<file path="src/rtl/neuron_mac.sv">
// Sequential MAC neuron: accumulates N_IN signed x*w products onto a bias,
// then emits a ReLU'd, shifted and clamped activation over valid/ready.
module neuron_mac #(
  parameter int unsigned DATA_W = 8,
  parameter int unsigned ACC_W  = 20,
  parameter int unsigned N_IN   = 4,
  parameter int unsigned SHIFT  = 4
) (
  input  logic              clk,
  input  logic              clr_n,
  input  logic              in_valid,
  output logic              in_ready,
  input  logic [DATA_W-1:0] x,
  input  logic [DATA_W-1:0] w,
  input  logic [ACC_W-1:0]  bias,
  output logic              out_valid,
  input  logic              out_ready,
  output logic [DATA_W-1:0] y,
  output logic              ovf
);

  localparam int unsigned CNT_W = (N_IN > 1) ? $clog2(N_IN) : 1;
  localparam logic [CNT_W-1:0] CNT_LAST = CNT_W'(N_IN - 1);
  localparam logic signed [ACC_W-1:0] ACC_MAX = {1'b0, {(ACC_W-1){1'b1}}};
  localparam logic signed [ACC_W-1:0] ACC_MIN = {1'b1, {(ACC_W-1){1'b0}}};
  localparam logic [DATA_W-1:0] Y_MAX = {1'b0, {(DATA_W-1){1'b1}}};
  localparam logic [ACC_W-1:0] Y_MAX_ACC = ACC_W'(Y_MAX);

  typedef enum logic [1:0] {S_ACC, S_ACT, S_OUT} state_e;

  state_e                   state_q, state_d;
  logic [CNT_W-1:0]         cnt_q, cnt_d;
  logic signed [ACC_W-1:0]  acc_q, acc_d;
  logic                     sticky_q, sticky_d;
  logic [DATA_W-1:0]        y_q, y_d;
  logic                     ovf_q, ovf_d;
  logic                     in_ready_q, in_ready_d;
  logic                     out_valid_q, out_valid_d;

  logic                       beat_c;
  logic                       first_c;
  logic                       last_c;
  logic signed [2*DATA_W-1:0] prod_c;
  logic signed [ACC_W-1:0]    prod_ext_c;
  logic signed [ACC_W-1:0]    base_c;
  logic signed [ACC_W:0]      sum_c;
  logic                       sat_c;
  logic signed [ACC_W-1:0]    shifted_c;

  // Datapath: one guard bit above the accumulator detects signed overflow.
  assign beat_c     = in_valid && in_ready_q;
  assign first_c    = (cnt_q == '0);
  assign last_c     = (cnt_q == CNT_LAST);
  assign prod_c     = $signed(x) * $signed(w);
  assign prod_ext_c = ACC_W'(prod_c);
  assign base_c     = first_c ? $signed(bias) : acc_q;
  assign sum_c      = (ACC_W+1)'(base_c) + (ACC_W+1)'(prod_ext_c);
  assign sat_c      = (sum_c[ACC_W] != sum_c[ACC_W-1]);
  assign shifted_c  = acc_q >>> SHIFT;

  // State and datapath registers.
  always_ff @(posedge clk or negedge clr_n) begin
    if (!clr_n) begin
      state_q     <= S_ACC;
      cnt_q       <= '0;
      acc_q       <= '0;
      sticky_q    <= 1'b0;
      y_q         <= '0;
      ovf_q       <= 1'b0;
      in_ready_q  <= 1'b1;
      out_valid_q <= 1'b0;
    end else begin
      state_q     <= state_d;
      cnt_q       <= cnt_d;
      acc_q       <= acc_d;
      sticky_q    <= sticky_d;
      y_q         <= y_d;
      ovf_q       <= ovf_d;
      in_ready_q  <= in_ready_d;
      out_valid_q <= out_valid_d;
    end
  end

  // Next-state logic.
  always_comb begin
    state_d = state_q;
    unique case (state_q)
      S_ACC:   if (beat_c && last_c) state_d = S_ACT;
      S_ACT:   state_d = S_OUT;
      S_OUT:   if (out_ready) state_d = S_ACC;
      default: state_d = S_ACC;
    endcase
  end

  // Datapath and registered-output next values.
  always_comb begin
    cnt_d       = cnt_q;
    acc_d       = acc_q;
    sticky_d    = sticky_q;
    y_d         = y_q;
    ovf_d       = ovf_q;
    in_ready_d  = (state_d == S_ACC);
    out_valid_d = (state_d == S_OUT);
    unique case (state_q)
      S_ACC: begin
        if (beat_c) begin
          cnt_d    = last_c ? '0 : cnt_q + CNT_W'(1);
          acc_d    = sat_c ? (sum_c[ACC_W] ? ACC_MIN : ACC_MAX) : $signed(sum_c[ACC_W-1:0]);
          sticky_d = (first_c ? 1'b0 : sticky_q) | sat_c;
        end
      end
      S_ACT: begin
        if (acc_q[ACC_W-1]) begin
          y_d = '0;
        end else if ($unsigned(shifted_c) > Y_MAX_ACC) begin
          y_d = Y_MAX;
        end else begin
          y_d = shifted_c[DATA_W-1:0];
        end
        ovf_d = sticky_q;
      end
      default: ;
    endcase
  end

  assign in_ready  = in_ready_q;
  assign out_valid = out_valid_q;
  assign y         = y_q;
  assign ovf       = ovf_q;

endmodule
</file>
<file path="config.mk">
export PLATFORM = sky130hd
export DESIGN_NAME = neuron_mac
export DESIGN_NICKNAME = d
export VERILOG_FILES = /design/src/rtl/neuron_mac.sv
export SDC_FILE = /design/constraint.sdc
export NUM_CORES = 1
export LEC_CHECK = 0
export ABC_AREA = 0
export ABC_CLOCK_PERIOD_IN_PS = 8400
export CORE_AREA = 2 2 99 101
export CTS_CLUSTER_SIZE = 16
export DETAILED_ROUTE_END_ITERATION = 16
export DIE_AREA = 0 0 101 103
export HOLD_SLACK_MARGIN = 0.1
export PLACE_DENSITY = 0.95
export SLEW_MARGIN = 10
export SYNTH_ARGS = -nofsm -noshare
export SYNTH_HDL_FRONTEND = slang
export SYNTH_SLANG_ARGS = --single-unit
export TNS_END_PERCENT = 1
</file>
<file path="constraint.sdc">
create_clock -name clk -period 8.4 [get_ports clk]
set_input_delay 1.26 -clock clk [delete_from_list [all_inputs] [get_ports clk]]
set_output_delay 1.26 -clock clk [all_outputs]
set_load 0.02 [all_outputs]
</file>
==> impl_metrics.py <==
metrics = {
    "outcome": {
        "status": "complete, no violations",
    },
    "floorplan": {
        "start_util": 0.5917,
        "ios": 51,
        "rows": 36,
        "fp.dieW_um": 101,
        "core-area_mm2": 0.009459,
        "die-area_mm2": 0.01040,
        "die_h_um": 103,
    },
    "global_route": {
        "overflow": 0,
        "grt_pass1_vias": 4812,
        "grt_usage": 0.2711,
        "grt_antenna_before_repair": 0,
        "grt_pass1_wl_um": 22340,
        "grt_start_max_net_pins": 37,
    },
    "routing": {
        "vias": 4409,
        "drt-initial-drc-count": 232,
        "firstDrtPassIters": 7,
        "drc": 0,
        "via_per_inst": 5.918,
        "wl_per_cell_um": 17.25,
        "wirelength_um": 12850,
        "drtAntennaViolNets": 0,
    },
    "logic_synthesis": {
        "yosys.area.top_type_share": 0.3291,
        "synth_seq_area_share": 0.1612,
        "synth_ff_type": "dfrtp_1",
        "synthTopCellsByArea": "fa_1 (33%), dfrtp_1 (16%), ha_1 (11%)",
        "synth-simple-area-share": 0.1312,
        "muxShareOfSynthArea": 0.03823,
        "netlist_instances": 589,
        "synth_seq_cells": 36,
        "syn-cell-area_mm2": 0.005597,
        "synth_compound_area_frac": 0.1259,
        "syn_area_per_cell_um2": 9.502,
        "synthesis.nets": 771,
        "synthAdderAreaFrac": 0.4409,
        "synth_top_family_by_area": "adder cells",
        "synthTopCellsByCount": "fa_1 (92), inv_1 (89), nand2_1 (67), ha_1 (50), dfrtp_1 (35)",
        "yosysTopAreaCell": "fa_1",
        "synth.distinct_cells": 52,
        "synth-xor-area-share": 0.02482,
        "yosys.cell_count.top_type": "fa_1",
        "async_reset_ff_frac": 1.000,
        "synth_edf_count": 0,
        "yosysWarnings": 0,
    },
    "timing": {
        "final.setup_skew_ns": 0.003440,
        "tns_ns": 0,
        "fin_crit_ns": 7.201,
        "report.final.setup_viol": 0,
        "rsz0062_at_grt": "no",
        "finalCritPeriodShare": 0.8573,
        "fin_ws_ns": 1.199,
        "drv_slew": 0,
        "slew-limit-headroom": 0.3981,
        "hold_viol": 0,
        "worst_pin_slew_ns": 0.9028,
        "timing.fmax_mhz": 138.9,
    },
    "worst_setup_path": {
        "worstPathCellList": "clkdlybuf4s50_1, nand2_1, fa_1, inv_1, fa_1, fa_1, fa_1, fa_1, ha_1, and2_4, a221oi_2, a211o_1, nand2_1, a211oi_2, buf_4, o21ai_0, o21ai_1",
        "cp_max_fo": 29,
        "worst-path-buf-inv": 3,
        "cpPeakStageDelay_ns": 0.75,
        "crit_family": "adder cells",
        "cp_common_cell": "fa_1",
        "timing.critical_path.arrival_ns": 7.41,
        "startpoint_type": "input port",
        "critPathRequiredTime_ns": 8.61,
        "crit_slowest_cell": "fa_1",
        "path_class": "input port to flop",
        "end_kind": "flop",
    },
    "place": {
        "place_ws_ns": 0.9223,
        "gp_congestion": 0.9178,
        "io_buffers": 50,
        "hpwl_um": 10480,
        "placed_cell_area_mm2": 0.006172,
    },
    "layout": {
        "area_growth_pct": 12.01,
        "nets": 813,
        "antennaDiodeCount": 0,
        "register_area_um2": 902.1,
        "nFillCells": 713,
        "final_util": 0.6627,
        "drive_gt1_frac": 0.03962,
        "multiInputGateArea_mm2": 0.004259,
        "final_cell_area_mm2": 0.006269,
    },
    "clock_network": {
        "clk_path_buf_depth": 2,
        "cts-root-buf": "clkbuf_8",
        "postCtsSetupRepairBufs": 0,
        "cts.reportedPaths.clkPinSlew_ns": 0.07,
        "clk_latency_ns": 0.29,
        "cts_num_sinks": 36,
        "htreeDepth": 2,
        "cts_hold_buf": 0,
        "cts_resized": 0,
        "cts_tree": "built",
        "numCtsBuffers": 5,
    },
    "min_path": {
        "hold_class": "flop to flop",
    },
    "job": {
        "maxCapViolCount": 0,
    },
}
## final timing paths
path	startpoint	endpoint	slack (ns)	depth (start not counted)
worst min register to register	y[1]$_DFFE_PN0N_	y[1]$_DFFE_PN0N_	0.49	2
worst max register to register	cnt_q[0]$_DFFE_PN0P_	acc_q[18]$_DFFE_PN0P_	1.93	21
worst max-delay path	x[7]	acc_q[18]$_DFFE_PN0P_	1.20	17
max in group asynchronous	clr_n	in_ready$_DFF_PN1_	6.68	2
min in group asynchronous	clr_n	cnt_q[0]$_DFFE_PN0P_	1.38	2
worst min-delay path	y[1]$_DFFE_PN0N_	y[1]$_DFFE_PN0N_	0.49	2
## per-layer routing
layer / vias to the layer above / part of all wire / global-route usage
li1: 1992 / - / -
met5: - / 0 / 0
met1: 2214 / 0.38 / 0.3357
met4: 0 / 0.026 / 0.08732
met2: 171 / 0.54 / 0.4985
met3: 32 / 0.050 / 0.03051
## final cells by class
type,instances,area share
clock buffers,7,0.01537
inverters,90,0.05389
multi-input cells,444,0.6794
flip-flops and latches,36,0.1439
well taps,114,0.02275
repair buffers,54,0.08463
## placed cells by master (no fill, tap or decap), types with 3 or more instances in the layout
| cell type | Yosys | routed |
|---|---|---|
| fa_1 | 92 | 92 |
| inv_1 | 89 | 89 |
| nand2_1 | 67 | 67 |
| ha_1 | 50 | 50 |
| clkdlybuf4s50_1 | 0 | 50 |
| dfrtp_1 | 35 | 35 |
| and2_1 | 33 | 33 |
| a21oi_1 | 31 | 31 |
| o21ai_0 | 27 | 27 |
| nor2_1 | 23 | 23 |
| o21ai_1 | 20 | 20 |
| mux2i_1 | 18 | 18 |
| nand3_1 | 7 | 7 |
| xor2_1 | 7 | 7 |
| xnor2_1 | 7 | 7 |
| o31ai_1 | 7 | 7 |
| clkbuf_8 | 0 | 7 |
| and3_1 | 5 | 5 |
| a21o_1 | 4 | 4 |
| nor3_1 | 4 | 4 |
| o21a_1 | 4 | 4 |
| buf_4 | 0 | 4 |
| nand2b_1 | 3 | 3 |
| mux2_2 | 3 | 3 |
| or3_1 | 3 | 3 |
## cell families after synthesis
| kind of cell | Yosys count |
|---|---|
| AOI/OAI and AO/OA | 113 |
| xor gates and xnor gates | 15 |
| adders and majority gates | 142 |
| buffers and inverters | 109 |
| DFF | 36 |
| muxes | 21 |
| and+or+nand+nor | 153 |
## state kept, by name, summed over array words and instances (netlist names)
name and flops:
acc_q 20, cnt_q 2, in_ready 1, out_valid 1
ovf 1, state_q 2, sticky_q 1, y 8
## worst min-delay path: cells and delay by family, from the launching register on
| kind | cells | cell delay [ns] |
|---|---|---|
| AND/OR/NAND/NOR | 1 | 0.05 |
| AO/OA/AOI/OAI | 1 | 0.05 |
| flip-flops | 1 | 0.35 |
## through the flow
stage / hold WS [ns] / cells
floorplan: 0.4445 / 589
global placement: 0.4639 / 738
detailed placement: 0.4755 / 738
CTS: 0.4905 / 745
global route: 0.5118 / 745
finish: 0.4859 / 745
Power is left out: the tool's default activity adds up to more than one toggle a clock period on the data nets, which glitch-free logic cannot reach.
